==> config.mk <==
export PLATFORM = sky130hd
export DESIGN_NAME = mdu_seq
export DESIGN_NICKNAME = d
export VERILOG_FILES = /design/src/rtl/mdu_seq.sv
export SDC_FILE = /design/constraint.sdc
export NUM_CORES = 1
export LEC_CHECK = 0
export CAP_MARGIN = 10
export CELL_PAD_IN_SITES_DETAIL_PLACEMENT = 0
export CELL_PAD_IN_SITES_GLOBAL_PLACEMENT = 1
export CORE_MARGIN = 2
export CORE_UTILIZATION = 44
export CTS_CLUSTER_SIZE = 8
export DETAILED_ROUTE_END_ITERATION = 10
export PLACE_DENSITY_LB_ADDON = 0.1
export SYNTH_ARGS = -nofsm -noshare
export SYNTH_HDL_FRONTEND = slang
export SYNTH_SLANG_ARGS = --single-unit
==> constraint.sdc <==
create_clock -name clk -period 7.55 [get_ports clk]
set_clock_uncertainty 0.15 [all_clocks]
set_input_delay 0.755 -clock clk [delete_from_list [all_inputs] [get_ports clk]]
set_output_delay 0.755 -clock clk [all_outputs]
set_load 0.03 [all_outputs]
==> src/rtl/mdu_seq.sv <==
// Sequential RV32M multiply/divide unit: 1-bit-per-cycle shift-add multiplier and restoring divider.
// The divide datapath is compiled in only when macro MDU_DIV_EN is defined.
module mdu_seq #(
  parameter int XLEN = 32
) (
  input  logic            clk,
  input  logic            rst,
  input  logic            start,
  input  logic [2:0]      funct3,
  input  logic [XLEN-1:0] rs1,
  input  logic [XLEN-1:0] rs2,
  output logic            busy,
  output logic            done,
  output logic [XLEN-1:0] result,
  output logic            illegal
);

  localparam int CW = $clog2(XLEN);

  typedef enum logic [1:0] {
    S_IDLE = 2'd0,
    S_MUL  = 2'd1,
    S_DIV  = 2'd2,
    S_FIN  = 2'd3
  } state_e;

  state_e              state_q, state_d;
  logic [CW-1:0]       cnt_q, cnt_d;
  logic [1:0]          op_q, op_d;
  logic [2*XLEN-1:0]   prod_q, prod_d;
  logic [2*XLEN-1:0]   mcand_q, mcand_d;
  logic [XLEN-1:0]     mplier_q, mplier_d;
  logic                bsgn_q, bsgn_d;
  logic [XLEN-1:0]     result_q, result_d;
  logic                illegal_q, illegal_d;
  logic                busy_q, done_q;

  logic                last_s;
  logic [2*XLEN-1:0]   mul_add_s;
  logic [2*XLEN-1:0]   prod_nxt_s;

`ifdef MDU_DIV_EN
  logic [XLEN-1:0]     rem_q, rem_d;
  logic [XLEN-1:0]     quot_q, quot_d;
  logic [XLEN-1:0]     dvs_q, dvs_d;
  logic                negq_q, negq_d;
  logic                negr_q, negr_d;
  logic                dz_q, dz_d;
  logic [XLEN:0]       div_tmp_s;
  logic                div_ge_s;
  logic [XLEN-1:0]     rem_nxt_s;
  logic [XLEN-1:0]     quot_nxt_s;
`endif

  // Per-iteration datapath: one partial product or one quotient bit per cycle
  always_comb begin
    last_s    = (cnt_q == CW'(XLEN-1));
    mul_add_s = mplier_q[0] ? mcand_q : {(2*XLEN){1'b0}};
    // A signed multiplier's top bit carries negative weight
    if (last_s && bsgn_q) begin
      prod_nxt_s = prod_q - mul_add_s;
    end else begin
      prod_nxt_s = prod_q + mul_add_s;
    end
`ifdef MDU_DIV_EN
    div_tmp_s  = {rem_q, quot_q[XLEN-1]};
    div_ge_s   = (div_tmp_s >= {1'b0, dvs_q});
    rem_nxt_s  = div_ge_s ? (div_tmp_s[XLEN-1:0] - dvs_q) : div_tmp_s[XLEN-1:0];
    quot_nxt_s = {quot_q[XLEN-2:0], div_ge_s};
`endif
  end

  // Next-state and datapath register update
  always_comb begin
    state_d   = state_q;
    cnt_d     = cnt_q;
    op_d      = op_q;
    prod_d    = prod_q;
    mcand_d   = mcand_q;
    mplier_d  = mplier_q;
    bsgn_d    = bsgn_q;
    result_d  = result_q;
    illegal_d = illegal_q;
`ifdef MDU_DIV_EN
    rem_d     = rem_q;
    quot_d    = quot_q;
    dvs_d     = dvs_q;
    negq_d    = negq_q;
    negr_d    = negr_q;
    dz_d      = dz_q;
`endif
    case (state_q)
      S_IDLE: begin
        if (start) begin
          op_d  = funct3[1:0];
          cnt_d = {CW{1'b0}};
          if (!funct3[2]) begin
            state_d  = S_MUL;
            prod_d   = {(2*XLEN){1'b0}};
            mcand_d  = {{XLEN{(funct3[1] ^ funct3[0]) & rs1[XLEN-1]}}, rs1};
            mplier_d = rs2;
            bsgn_d   = (funct3[1:0] == 2'b01);
          end else begin
`ifdef MDU_DIV_EN
            state_d = S_DIV;
            rem_d   = {XLEN{1'b0}};
            quot_d  = (rs1[XLEN-1] & ~funct3[0]) ? ({XLEN{1'b0}} - rs1) : rs1;
            dvs_d   = (rs2[XLEN-1] & ~funct3[0]) ? ({XLEN{1'b0}} - rs2) : rs2;
            negq_d  = (rs1[XLEN-1] ^ rs2[XLEN-1]) & ~funct3[0];
            negr_d  = rs1[XLEN-1] & ~funct3[0];
            dz_d    = (rs2 == {XLEN{1'b0}});
`else
            state_d   = S_FIN;
            result_d  = {XLEN{1'b0}};
            illegal_d = 1'b1;
`endif
          end
        end else begin
          state_d = S_IDLE;
        end
      end
      S_MUL: begin
        prod_d   = prod_nxt_s;
        mcand_d  = mcand_q << 1;
        mplier_d = mplier_q >> 1;
        cnt_d    = cnt_q + CW'(1);
        if (last_s) begin
          state_d   = S_FIN;
          cnt_d     = {CW{1'b0}};
          illegal_d = 1'b0;
          result_d  = (op_q == 2'b00) ? prod_nxt_s[XLEN-1:0] : prod_nxt_s[2*XLEN-1:XLEN];
        end else begin
          state_d = S_MUL;
        end
      end
`ifdef MDU_DIV_EN
      S_DIV: begin
        rem_d  = rem_nxt_s;
        quot_d = quot_nxt_s;
        cnt_d  = cnt_q + CW'(1);
        if (last_s) begin
          state_d   = S_FIN;
          cnt_d     = {CW{1'b0}};
          illegal_d = 1'b0;
          // Divide-by-zero remainder is |rs1| re-signed, i.e. rs1 itself; only the quotient needs a bypass
          if (op_q[1]) begin
            result_d = negr_q ? ({XLEN{1'b0}} - rem_nxt_s) : rem_nxt_s;
          end else if (dz_q) begin
            result_d = {XLEN{1'b1}};
          end else begin
            result_d = negq_q ? ({XLEN{1'b0}} - quot_nxt_s) : quot_nxt_s;
          end
        end else begin
          state_d = S_DIV;
        end
      end
`endif
      S_FIN: begin
        state_d = S_IDLE;
      end
      default: begin
        state_d = S_IDLE;
      end
    endcase
  end

  // State and datapath registers with synchronous reset
  always_ff @(posedge clk) begin
    if (rst) begin
      state_q   <= S_IDLE;
      cnt_q     <= {CW{1'b0}};
      op_q      <= 2'b00;
      prod_q    <= {(2*XLEN){1'b0}};
      mcand_q   <= {(2*XLEN){1'b0}};
      mplier_q  <= {XLEN{1'b0}};
      bsgn_q    <= 1'b0;
      result_q  <= {XLEN{1'b0}};
      illegal_q <= 1'b0;
      busy_q    <= 1'b0;
      done_q    <= 1'b0;
`ifdef MDU_DIV_EN
      rem_q     <= {XLEN{1'b0}};
      quot_q    <= {XLEN{1'b0}};
      dvs_q     <= {XLEN{1'b0}};
      negq_q    <= 1'b0;
      negr_q    <= 1'b0;
      dz_q      <= 1'b0;
`endif
    end else begin
      state_q   <= state_d;
      cnt_q     <= cnt_d;
      op_q      <= op_d;
      prod_q    <= prod_d;
      mcand_q   <= mcand_d;
      mplier_q  <= mplier_d;
      bsgn_q    <= bsgn_d;
      result_q  <= result_d;
      illegal_q <= illegal_d;
      busy_q    <= (state_d != S_IDLE);
      done_q    <= (state_d == S_FIN);
`ifdef MDU_DIV_EN
      rem_q     <= rem_d;
      quot_q    <= quot_d;
      dvs_q     <= dvs_d;
      negq_q    <= negq_d;
      negr_q    <= negr_d;
      dz_q      <= dz_d;
`endif
    end
  end

  assign busy    = busy_q;
  assign done    = done_q;
  assign result  = result_q;
  assign illegal = illegal_q;

endmodule

# After elaboration in Yosys (flattened, before gate mapping)

Index checks and enable logic that the tools add are counted.

Equality and inequality tests: 8
Reduce and logical (&&, ||, !) cells: 10
$add $sub $neg: 3
Bitwise logic cells: 3
Mux-type cells: 27

Operator list:

| operator                                       | number |
|---|---|
| 2-to-1 mux 64 bit                              | 6 |
| case mux 64 bit (2 select lines)               | 2 |
| 2-to-1 mux 32 bit                              | 6 |
| case mux 32 bit (2 select lines)               | 2 |
| adder 64 bit                                   | 1 |
| subtractor 64 bit                              | 1 |
| 2-to-1 mux 5 bit                               | 2 |
| case mux 5 bit (2 select lines)                | 1 |
| inequality test 2 bit (second input constant)  | 4 |
| 2-to-1 mux 2 bit                               | 3 |
| AND reduction 3 bit                            | 2 |
| adder 5 x 1 -> 5 bit (second input constant)   | 1 |
| == test 5 bit (second input constant)          | 1 |
| == test 2 x 1 -> 1 bit (second input constant) | 2 |
| logical NOT 2 bit                              | 2 |
| case mux 2 bit (2 select lines)                | 1 |
| AND reduction 2 bit                            | 2 |
| AND reduction 4 bit                            | 1 |
| nonzero test 2 bit                             | 2 |
| 2-to-1 mux 1 bit                               | 3 |
| == test 2 bit (second input constant)          | 1 |
| case mux 1 bit (2 select lines)                | 1 |
| AND 1 bit                                      | 1 |
| logical AND 1 bit                              | 1 |
| 2 further kinds                                | 2 |

Logic and storage cells: 62
Register bits after elaboration: 205
Bits of input ports: 70
Output and inout bits: 35

# Longest topological paths before layout

Gate-level depths: netlist of the first run.

Word-level depth: 6
Mapped depth: 25
Gate-level depth less buffers: 19

# Worst setup path before layout of the first run

Ideal clock, no wire load.

Path kind: register to register
Start: reg mplier_q[0]
End: reg result_q[19], in the netlist result[19]
Buffers on the path: 7
Clock period less this slack: 5423 ps
Data arrival time: 5151 ps
Data required time: 7278 ps
Cell stages (with the launch flop): 26
Slack: 2127 ps
Cells stage by stage: dfxtp_1 clkbuf_1 clkbuf_1 buf_1 clkbuf_1 nand2_1 ha_1 buf_2 nand3_2 a21oi_2 nand3_1 nand2_1 nand2_1 buf_2 nand2_1 ha_1 clkbuf_1 and4_1 and4_1 o21ai_1 a2111oi_2 o211ai_1 o21ai_1 a21boi_1 xnor2_1 a221o_1

Word-level cells in the longest chain between the ends: 6

Ends and longest elaborated chain:

| what                                                     | line   | text |
|---|---|---|
| from (decl)                                              | 32     | `logic [XLEN-1:0] mplier_q, mplier_d;` |
| from (signal assigned)                                   | 175    | `mplier_q <= {XLEN{1'b0}};` |
| from (signal assigned)                                   | 195    | `mplier_q <= mplier_d;` |
| 2-to-1 mux 64 bit *                                      | 58     | `mul_add_s = mplier_q[0] ? mcand_q : {(2*XLEN){1'b0}};` |
| adder 64 bit / subtractor 64 bit (equally long branches) | 63, 61 |  |
| 2-to-1 mux 64 bit *                                      | 60     | `if (last_s && bsgn_q) begin` |
| 2-to-1 mux 32 bit *                                      | 131    | `result_d = (op_q == 2'b00) ? prod_nxt_s[XLEN-1:0] : prod_nxt_s[2*XLEN-1:XLEN];` |
| 2-to-1 mux 32 bit *                                      | 127    | `if (last_s) begin` |
| case mux 32 bit (2 select lines) *                       | 92     | `case (state_q)` |
| to (signal assigned)                                     | 177    | `result_q <= {XLEN{1'b0}};` |
| to (signal assigned)                                     | 197    | `result_q <= result_d;` |
| to (decl)                                                | 34     | `logic [XLEN-1:0] result_q, result_d;` |

Mark *: on every way between the ends. The rest lies on a longest branch, timed or not. The select of a mux whose other input is x is not followed.
A chain may end at the register's enable or synchronous reset.

# Worst setup path after layout of the first run

Start: reg mcand_q[27]
End: reg result_q[28], in the netlist result[28]

Word-level cells in the longest chain between the ends: 6

Ends and longest elaborated chain:

| what                                                     | line   | text |
|---|---|---|
| from (decl)                                              | 31     | `logic [2*XLEN-1:0] mcand_q, mcand_d;` |
| from (signal assigned)                                   | 174    | `mcand_q <= {(2*XLEN){1'b0}};` |
| from (signal assigned)                                   | 194    | `mcand_q <= mcand_d;` |
| 2-to-1 mux 64 bit *                                      | 58     |  |
| adder 64 bit / subtractor 64 bit (equally long branches) | 63, 61 |  |
| 2-to-1 mux 64 bit *                                      | 60     |  |
| 2-to-1 mux 32 bit *                                      | 131    |  |
| 2-to-1 mux 32 bit *                                      | 127    |  |
| case mux 32 bit (2 select lines) *                       | 92     |  |

Marks and branches as above.

==> results of run 1 <==
## registers in the layout, indices dropped and copies added (netlist names)
signal / cells
mcand_q: 64
prod_q: 64
mplier_q: 32
result: 32
cnt_q: 5
op_q: 2
state_q: 2
bsgn_q: 1
busy: 1
done: 1
illegal: 1
## how the worst max path moves through the flow
stage / from / to
floorplan: mplier_q[0] / result[19]
global placement: mcand_q[27] / result[28]
detailed placement: mcand_q[27] / result[28]
CTS: mcand_q[27] / result[28]
global route: mcand_q[27] / result[28]
finish: mcand_q[27] / result[28]
## report_power, final
group / internal (mW) / total (mW) / switching, mW / leakage [nW]
Sequential: 1.22 / 1.33 / 0.113 / 1.68
Combinational: 1.04 / 2.88 / 1.84 / 4.08
Clock: 0.705 / 1.20 / 0.498 / 0.391
Total: 2.96 / 5.41 / 2.45 / 6.15
## worst reg2reg max path, cell delays in order (launching register included)
cell and delay, ns:
dfxtp_1 0.36, or4_4 0.57, or4_4 0.47, o41ai_2 0.30, nand3_1 0.22, nor2_2 0.18, a21oi_1 0.09, and3_1 0.23
or3_1 0.46, ha_1 0.40, and2_1 0.24, a21boi_0 0.51, o21ai_0 0.19, a21oi_1 0.36, o21ai_0 0.16, a221oi_1 0.67
mux2i_1 0.16, a22oi_1 0.18, o221ai_1 0.13
## placed cells by master (no fill, tap or decap), drive strengths merged, types with 17 or more instances in the layout
master | synthesis | routed
xnor2 | 58 | 58
nor2 | 186 | 186
nor2b | 17 | 17
dfxtp | 205 | 205
inv | 20 | 20
nand4 | 19 | 19
o21ai | 93 | 93
clkdlybuf4s50 | 0 | 103
nand2 | 305 | 305
xor2 | 40 | 40
clkbuf | 122 | 35
ha | 67 | 67
buf | 18 | 17
a21o | 39 | 39
a21oi | 146 | 146
a22o | 18 | 18
a311oi | 65 | 65
a31oi | 19 | 19
a22oi | 82 | 82
nand3 | 42 | 42
and2 | 17 | 17
nor3 | 29 | 29
and3 | 17 | 17
## cell type report
type	count	area share
flip-flops and latches	205	0.2614
clock buffers	35	0.04899
multi-input cells	1469	0.5771
clock inverters	2	0.002469
repair buffers	120	0.07376
inverters	20	0.004779
well taps	396	0.03154
## cells by family (layout without fill, tap and decap cells)
| group | count (synthesis) | in the layout | synth area share |
|---|---|---|---|
| simple gates | 701 | 701 | 0.2286 |
| compound gates | 591 | 591 | 0.2941 |
| flops | 205 | 205 | 0.2987 |
| buf+inv | 160 | 177 | 0.04471 |
| xor+xnor | 98 | 98 | 0.06301 |
| fa+ha+maj | 68 | 68 | 0.06247 |
| mux | 11 | 11 | 0.008468 |
## metrics by stage
step / cells / util / total power, mW
CTS: 2247 / 0.5122 / 5.388
global placement: 2210 / 0.4858 / 4.165
floorplan: 1834 / - / 3.345
global route: 2247 / 0.5122 / 5.738
finish: 2247 / 0.5122 / 5.409
detailed placement: 2210 / 0.4858 / 4.165
## routing by layer
layer  vias to the layer above  wire (um)
met4                         0       1460
met3                        65       3154
li1                       6706          -
met2                       435      20100
met1                      6461      22330
met5                         -          0
==> results by group, run 1 <==
Clock network
  • Worst skew pair latency: 0.59 ns
  • Setup Buffers After CTS: 0
  • CTS Buffer Depth: 3
  • CTS tree: yes
  • Clk pin slew, worst setup/hold paths: 0.06 ns
  • Total CTS buffers: 30
  • # hold bufs at CTS: 0
  • CTS H-Tree Depth: 1
  • Clock Sinks: 205
  • Clock Root Buffer: clkbuf_16
  • Post-CTS Resized: 0

Detailed routing
  • WL final: 47050 um
  • # DRC: 0
  • Iter 0 DRT Violations: 1083
  • Mean routed wirelength per cell: 20.94 um
  • Via density: 6.082
  • ANT nets after route: 0
  • DR pass1 iterations: 5
  • Vias: 13.67k

STA
  • Crit share post-route: 0.8179
  • Post-route setup TNS: 0 ns
  • Max Clock Freq: 0.1619 GHz
  • Hold slack final: 0.2835 ns
  • Period minus WS final: 6.175 ns
  • Slew HR: 0.3101
  • Final WS setup: 1.375 ns
  • Pins Over Slew Limit: 0
  • Final Hold Vio Count: 0
  • RSZ-0062 raised after global routing: false
  • Slew @ Worst Pin: 1.032 ns
  • Final Setup Violations: 0

Synthesis
  • Post-synth EDFFs: 0
  • Synth cell count leaders: nand2_1, dfxtp_1, nor2_1
  • Most used DFF post-synth: dfxtp_1
  • Seq cells post-synth: 205
  • Mapped Cells: 1834
  • Post-synthesis async set-or-reset flop share: 0
  • Most frequent cell after synthesis: nand2_1
  • Mapped Area: 13740 um^2
  • Top cells by area, synth: dfxtp_1, nand2_1, ha_1
  • Synth top area share: 0.2987
  • Register area share after synthesis: 0.2987
  • Ys Warns: 0
  • Cell taking the most area after synthesis: dfxtp_1
  • Synth unique cells: 77
  • Post-Syn Nets: 1972
  • Synth Area per Inst: 7.492 um^2

Floorplanning
  • Die area: 32660 um^2
  • Core area: 30670 um^2
  • Top Ports: 105
  • Initial Util: 0.4480
  • Chip height: 180.7 um
  • # rows: 64
  • Die X: 180.7 um

Final layout
  • Post-route design area: 15710 um^2
  • Share of cells above drive strength 1: 0.04592
  • # diodes: 0
  • Area of the multi-input gates: 9065 um^2
  • Register area: 4105 um^2
  • # nets final: 1984
  • Area grow syn2layout: 14.31%
  • Fill cells: 3089

Global routing
  • Total gr overflow: 0
  • First-pass GRT wire length: 73170 um
  • Met2 Resource Use GR: 0.4183
  • GR Layer Usage met3: 0.04878
  • Most Crowded Layer GR: met2
  • Pin count of the biggest net entering global routing: 109
  • Vias in the first global route: 12.54k
  • GR met1 Demand/Resource: 0.4086
  • Total track usage: 0.2798
  • Initial antenna violation count: 0

Setup path
  • Critical R2R Launch: mcand_q[27]
  • Crit Reg-Reg Endpoint: result[28]
  • CP endpoint kind: flop
  • R2R Setup Slk: 1.37 ns
  • Crit path buf inv count: 0
  • CP max stage delay: 0.67 ns
  • WP data arrival: 6.45 ns
  • Instance count on the critical path: 18
  • Kind of critical path: flop to flop
  • Crit start category: flop
  • Cell family with most CP delay: compound AO/OA/AOI/OAI gates
  • Crit-path slowest cell: a221oi_1
  • Max Fanout on Critical Path: 7
  • Reg2Reg Depth: 18
  • CP Cell Sequence: or4_4, or4_4, o41ai_2, nand3_1, nor2_2, a21oi_1, and3_1, or3_1, ha_1, and2_1, a21boi_0, o21ai_0, a21oi_1, o21ai_0, a221oi_1, mux2i_1, a22oi_1, o221ai_1
  • Critical path required time: 7.83 ns

Pwr
  • Leakage: 6.145 nW
  • Max IR drop VDD: 0.0002020 V
  • Power Density: 344.4 nW/um^2

Run status
  • Outcome: completed

Worst hold path
  • Hold Path Depth: 2
  • Min-delay worst type: flop to flop
  • WHS Endpoint: result[14]
  • Hold path start: result[14]

Placed design
  • Pre-CTS WS: 1.470 ns
  • Number of I/O port buffers: 104
  • Final Wtd Congestion: 0.9408
  • Post-DP HPWL: 34700 um
  • Post-DP Area: 14900 um^2

Job
  • Maxcap violations: 0
Note: power is estimated with default switching activity, not from simulation.
==> inputs of run 2 (changes only) <==
--- a/config.mk
+++ b/config.mk
@@ -9,7 +9,7 @@
 export CELL_PAD_IN_SITES_DETAIL_PLACEMENT = 0
 export CELL_PAD_IN_SITES_GLOBAL_PLACEMENT = 1
 export CORE_MARGIN = 2
-export CORE_UTILIZATION = 44
+export CORE_UTILIZATION = 40
 export CTS_CLUSTER_SIZE = 8
 export DETAILED_ROUTE_END_ITERATION = 10
 export PLACE_DENSITY_LB_ADDON = 0.1
==> constraint.sdc (replaced) <==
create_clock -name clk -period 5.3 [get_ports clk]
set_clock_uncertainty 0.15 [all_clocks]
set_input_delay 0.53 -clock clk [delete_from_list [all_inputs] [get_ports clk]]
set_output_delay 0.53 -clock clk [all_outputs]
set_load 0.03 [all_outputs]
==> run 2 against run 1 <==
Compared with the run above:
- first-iteration DRC count fell by 5.0%
- power rose by 54%
- wire length up 4.8%
- die area rose by 9.8%
- via count is 3.7% higher
- register-to-register slack lost 1.2 ns
- global-route usage decreased by 1.0 points
- critical path type unchanged
- critical endpoint is now prod_q[62]
- largest power group unchanged
==> results by group, run 2 (same netlist as run 1, synthesis figures left out) <==
Run status
  • Outcome: completed

Placed design
  • Final Wtd Congestion: 0.9034 (-4.0%)
  • Post-DP Area: 15650 um^2 (+5.1%)
  • Number of I/O port buffers: 104 (unchanged)
  • Post-DP HPWL: 36690 um (+5.7%)
  • Placed cells: 2351 (+6.4%)

Final layout
  • Share of cells above drive strength 1: 0.1090 (+0.06308)
  • # nets final: 2077 (+4.7%)
  • Most common cell after layout, fill and taps aside: nand2_1
  • Final Non-Filler Cells: 2393 (+6.5%)
  • Most frequent cells in the layout: nand2_1, dfxtp_1, nor2_1, a21oi_1, buf_4
  • Top Registers: mcand_q x64, prod_q x64
  • Area of the multi-input gates: 9254 um^2 (+2.1%)
  • Post-route design area: 16700 um^2 (+6.3%)
  • Area grow syn2layout: 21.57%
  • Fill cells: 3411 (+10%)
  • Register area: 4105 um^2 (unchanged)
  • # diodes: 0 (unchanged)

Global routing
  • First-pass GRT wire length: 76320 um (+4.3%)
  • Total gr overflow: 0 (unchanged)
  • Total track usage: 0.2698 (-0.01008)
  • GR Layer Usage met3: 0.03244 (-0.01634)
  • Pin count of the biggest net entering global routing: 83 (-24%)
  • GR met1 Demand/Resource: 0.3845 (-0.02412)
  • Met2 Resource Use GR: 0.4267 (+0.008489)
  • Vias in the first global route: 13.26k (+5.7%)
  • Most Crowded Layer GR: met2
  • Initial antenna violation count: 0 (unchanged)

Clock network
  • CTS Buffer Depth: 3 (unchanged)
  • # hold bufs at CTS: 0 (unchanged)
  • CTS H-Tree Depth: 1 (unchanged)
  • Clk pin slew, worst setup/hold paths: 0.05 ns (about the same)
  • Total CTS buffers: 30 (unchanged)
  • Clock Root Buffer: clkbuf_16
  • Clock Sinks: 205 (unchanged)
  • CTS tree: yes
  • Worst skew pair latency: 0.58 ns (about the same)

Setup path
  • CP endpoint kind: flop
  • R2R Setup Slk: 0.14 ns (-1.24 ns)
  • Reg2Reg Depth: 19 (+1)
  • Critical R2R Launch: mcand_q[27]
  • Kind of critical path: flop to flop
  • Critical path required time: 5.57 ns (-2.26 ns)
  • Crit Reg-Reg Endpoint: prod_q[62]
  • WP data arrival: 5.44 ns (-1.01 ns)
  • Crit start category: flop
  • Max Fanout on Critical Path: 7 (unchanged)

Detailed routing
  • # DRC: 0 (unchanged)
  • ANT nets after route: 0 (unchanged)
  • Via density: 5.925 (-2.6%)
  • Mean routed wirelength per cell: 20.62 um (-1.6%)
  • Iter 0 DRT Violations: 1029 (-5.0%)
  • DR pass1 iterations: 6 (+1)
  • Vias: 14.18k (+3.7%)
  • WL final: 49330 um (+4.8%)

STA
  • Final Setup Violations: 0 (unchanged)
  • Crit share post-route: 0.9739 (+0.1559)
  • Post-route setup TNS: 0 ns (unchanged)
  • Max Clock Freq: 0.1937 GHz (+20%)
  • Final Hold Vio Count: 0 (unchanged)
  • Slew @ Worst Pin: 1.029 ns (-0.003447 ns)
  • Period minus WS final: 5.161 ns (-1.014 ns)
  • Pins Over Slew Limit: 0 (unchanged)
  • Slew HR: 0.3140 (+0.003931)

Worst hold path
  • WHS Endpoint: result[14]
  • Hold Path Depth: 2 (unchanged)
  • Min-delay worst type: flop to flop
  • Hold path start: result[14]

Pwr
  • Leakage: 6.662 nW (+8.4%)
  • Power Density: 498.5 nW/um^2 (+45%)
  • Tot Pwr: 8.328 mW (+54%)
  • Max IR drop VDD: 0.0002951 V (+46%)

Floorplanning
  • # rows: 67 (+4.7%)
  • Die area: 35850 um^2 (+9.8%)
  • Chip height: 189.3 um (+4.8%)
  • Core area: 33700 um^2 (+9.9%)
  • Top Ports: 105 (unchanged)
  • Die X: 189.3 um (+4.8%)
  • Initial Util: 0.4077 (-0.04029)

Job
  • Maxcap violations: 0 (unchanged)
==> run 2: where the power goes <==
part | internal [mW] | switching [mW]
combinational | 1.87 | 2.82
sequential | 1.73 | 0.142
clock | 1.03 | 0.731
total | 4.63 | 3.70
==> run 2: through the flow <==
| step | setup slack, ns | util | hold WS [ns] |
|---|---|---|---|
| 5_1_grt | -0.04350 | 0.4957 | 0.3428 |
| 3_5_place_dp | -0.1605 | 0.4645 | 0.2900 |
| 4_1_cts | 0.03354 | 0.4899 | 0.2968 |
| 3_3_place_gp | -0.09314 | 0.4645 | 0.2770 |
| 2_1_floorplan | 0.08474 | - | 0.2815 |
| 6_report | 0.1385 | 0.4957 | 0.2964 |
==> run 2: per-layer routing <==
| metal | vias up | part of all wire |
|---|---|---|
| met2 | 455 | 0.44 |
| met1 | 6752 | 0.47 |
| met3 | 85 | 0.058 |
| li1 | 6886 | - |
| met5 | - | 0 |
| met4 | 0 | 0.032 |
==> run 2: layout make-up <==
| class | count | area share |
|---|---|---|
| Multi-Input combinational cell | 1469 | 0.5540 |
| Sequential cell | 205 | 0.2457 |
| Timing Repair Buffer | 213 | 0.1127 |
| Clock buffer | 36 | 0.04749 |
| Tap cell | 448 | 0.03356 |
| Inverter | 20 | 0.004494 |
| Clock inverter | 2 | 0.002097 |
==> run 2: worst max path at each step <==
stage / from / to / slack, ns / cells after the start
global route: mcand_q[27] / prod_q[61] / -0.04 / 18
detailed placement: mcand_q[27] / result[28] / -0.16 / 18
finish: mcand_q[27] / prod_q[62] / 0.14 / 19
CTS: mcand_q[27] / prod_q[61] / 0.03 / 18
global placement: mcand_q[27] / result[28] / -0.09 / 18
floorplan: mplier_q[0] / result[19] / 0.08 / 25
==> run 2: critical path, stage by stage, from the launching register on <==
cell      delay [ns]
dfxtp_1         0.30
or4_4           0.55
or4_4           0.46
o41ai_2         0.32
nand3_1         0.20
nor2_2          0.16
nor2_1          0.11
nand3_1         0.10
o211ai_1        0.22
ha_1            0.47
nand4_1         0.21
nor3_1          0.23
buf_4           0.16
and3_1          0.18
a22oi_2         0.08
buf_4           0.16
o211ai_1        0.32
a41oi_2         0.21
xor2_2          0.28
o21ai_0         0.11
==> run 2: what timing repair did <==
action | 4_1_cts | 5_1_grt
pin swaps | 0 | 10
setup endpoints to repair | 6 | 53
resized for setup | 5 | 40
buffers inserted | 0 | 4
==> inputs of run 3 (changes only) <==
--- a/config.mk
+++ b/config.mk
@@ -12,7 +12,7 @@
 export CORE_UTILIZATION = 40
 export CTS_CLUSTER_SIZE = 8
 export DETAILED_ROUTE_END_ITERATION = 10
-export PLACE_DENSITY_LB_ADDON = 0.1
+export PLACE_DENSITY = 0.74
 export SYNTH_ARGS = -nofsm -noshare
 export SYNTH_HDL_FRONTEND = slang
 export SYNTH_SLANG_ARGS = --single-unit
==> run 3 against run 2 <==
Compared with the run above:
- first-iteration DRC count is 1.5% lower
- global-route usage is 0.11 points lower
- register-to-register slack better by 0.08 ns
- highest routed layer unchanged
- utilization rose by 0.36 points
- sequential cell count unchanged
- cell area grew 0.73%
==> results by group, run 3 (same netlist as run 1, synthesis figures left out) <==
Run status
  • Outcome: completed

Final layout
  • Post-route design area: 16830 um^2 (+0.73%)
  • # nets final: 2092 (+0.72%)
  • Final Non-Filler Cells: 2407 (+0.59%)
  • Top Registers: mcand_q x64, prod_q x64
  • Fill cells: 3412 (+0.029%)
  • Share of cells above drive strength 1: 0.1118 (+0.002794)
  • Most frequent cells in the layout: nand2_1, dfxtp_1, nor2_1, a21oi_1, buf_4
  • # diodes: 0 (unchanged)
  • Area grow syn2layout: 22.45%
  • Most common cell after layout, fill and taps aside: nand2_1

Setup path
  • Max Fanout on Critical Path: 33 (+26)
  • Kind of critical path: flop to flop
  • Critical R2R Launch: cnt_q[0]
  • Crit Reg-Reg Endpoint: result[16]
  • Reg2Reg Depth: 21 (+2)
  • R2R Setup Slk: 0.22 ns (+0.08 ns)
  • WP data arrival: 5.38 ns (-0.06 ns)
  • CP endpoint kind: flop
  • Critical path required time: 5.60 ns (+0.03 ns)
  • Crit start category: flop

Clock network
  • Clock Root Buffer: clkbuf_16
  • Total CTS buffers: 30 (unchanged)
  • Clock Sinks: 205 (unchanged)
  • CTS Buffer Depth: 3 (unchanged)
  • # hold bufs at CTS: 0 (unchanged)
  • CTS H-Tree Depth: 1 (unchanged)
  • Clk pin slew, worst setup/hold paths: 0.05 ns (about the same)
  • CTS tree: yes
  • Worst skew pair latency: 0.59 ns (about the same)

Floorplanning
  • # rows: 67 (unchanged)
  • Die area: 35850 um^2 (unchanged)
  • Top Ports: 105 (unchanged)
  • Initial Util: 0.4077 (unchanged)
  • Die X: 189.3 um (unchanged)
  • Core area: 33700 um^2 (unchanged)
  • Chip height: 189.3 um (unchanged)

STA
  • Hold slack final: 0.2838 ns (-0.01266 ns)
  • Max Clock Freq: 0.1967 GHz (+1.5%)
  • Final Hold Vio Count: 0 (unchanged)
  • Slew HR: 0.2956 (-0.01848)
  • Final WS setup: 0.2167 ns (+0.07818 ns)
  • Post-route setup TNS: 0 ns (unchanged)
  • Pins Over Slew Limit: 0 (unchanged)
  • Period minus WS final: 5.083 ns (-0.07818 ns)
  • RSZ-0062 raised after global routing: true
  • Crit share post-route: 0.9591 (-0.01475)
  • Slew @ Worst Pin: 1.053 ns (+0.02383 ns)
  • Final Setup Violations: 0 (unchanged)

Placed design
  • Post-DP HPWL: 36540 um (-0.39%)
  • Number of I/O port buffers: 104 (unchanged)
  • Placed cells: 2367 (+0.68%)
  • Post-DP Area: 15770 um^2 (+0.77%)
  • Final Wtd Congestion: 0.9319 (+3.2%)
  • Pre-CTS WS: -0.005246 ns (+0.1553 ns)

Detailed routing
  • Via density: 5.850 (-1.3%)
  • Mean routed wirelength per cell: 20.34 um (-1.3%)
  • DR pass1 iterations: 5 (-1)
  • Iter 0 DRT Violations: 1014 (-1.5%)
  • ANT nets after route: 0 (unchanged)
  • Vias: 14.08k (-0.68%)
  • WL final: 48960 um (-0.75%)
  • # DRC: 0 (unchanged)

Global routing
  • Pin count of the biggest net entering global routing: 100 (+20%)
  • Initial antenna violation count: 0 (unchanged)
  • Total gr overflow: 0 (unchanged)
  • Vias in the first global route: 13.52k (+2.0%)
  • Total track usage: 0.2686 (-0.001128)
  • First-pass GRT wire length: 76200 um (-0.15%)

Pwr
  • Max IR drop VDD: 0.0003171 V (+7.5%)
  • Leakage: 6.751 nW (+1.3%)
  • Power Density: 504.7 nW/um^2 (+1.2%)

Job
  • Maxcap violations: 0 (unchanged)

Worst hold path
  • Min-delay worst type: flop to flop
  • WHS Endpoint: result[14]
  • Hold Path Depth: 2 (unchanged)
  • Hold path start: result[14]
## run 3: changes by cell type in the layout (fill, tap and decap cells not counted), sizes merged
| cell | previous run | this run |
|---|---|---|
| bufinv | 0 | 1 |
| buf | 110 | 125 |
| clkbuf | 36 | 35 |
| clkinv | 2 | 1 |
## run 3: repair_timing
action                     CTS  global route
buffers inserted             0             3
gates resized for setup      3            36
setup endpoints to repair    2            49
pin swaps                    0             9
gates cloned                 0             0
## run 3: how the worst max path moves through the flow
stage | to | slack, ns | startpoint | cells after the start
finish | result[16] | 0.22 | cnt_q[0] | 21
global route | prod_q[63] | -0.03 | mcand_q[9] | 19
CTS | result[29] | 0.002 | mcand_q[27] | 19
detailed placement | result[28] | -0.005 | mcand_q[27] | 20
global placement | prod_q[50] | 0.12 | mcand_q[27] | 19
floorplan | result[19] | 0.08 | mplier_q[0] | 25
## run 3: layout make-up
| class | count | area (um^2) | share of cell area |
|---|---|---|---|
| clock buffers | 35 | 789.5 | 0.04692 |
| clock inverters | 2 | 60.06 | 0.003569 |
| inverters | 20 | 75.07 | 0.004462 |
| multi-input cells | 1469 | 9241 | 0.5492 |
| flip-flops and latches | 205 | 4105 | 0.2440 |
| well taps | 448 | 560.5 | 0.03331 |
| repair buffers | 228 | 1994 | 0.1185 |
## run 3: report_power, final
group | switching (mW) | internal, mW
Combinational | 2.86 | 1.95
Clock | 0.727 | 1.08
Sequential | 0.140 | 1.73
Total | 3.73 | 4.76
## run 3: worst max-delay path, cell delays in order, from the launching register on
cell and delay [ns]:
dfxtp_1 0.34, ha_1 0.23, and3_1 0.19, ha_1 0.23, buf_4 0.17, and2_1 0.18
buf_12 0.17, nor2_1 0.22, nor2_1 0.19, a31oi_1 0.18, o21ai_0 0.20, ha_1 0.42
and3_1 0.29, nand2_1 0.09, a21oi_1 0.12, nor2b_1 0.10, a2111oi_0 0.45, buf_4 0.20
o21ai_2 0.12, a21o_1 0.24, mux2i_1 0.13, a211o_1 0.29
## run 3: layer usage
metal  vias up  global-route usage  share of wire
met5         -                   0              0
met3        81             0.03577          0.053
met2       420              0.4179           0.43
met4         0             0.09064          0.035
li1       6919                   -              -
met1      6661              0.3817           0.48
## run 3: through the flow
step | util | power, mW
finish | 0.4993 | 8.492
floorplan | - | 4.765
CTS | 0.4936 | 8.328
global placement | 0.4680 | 6.477
global route | 0.4993 | 9.024
detailed placement | 0.4680 | 6.472
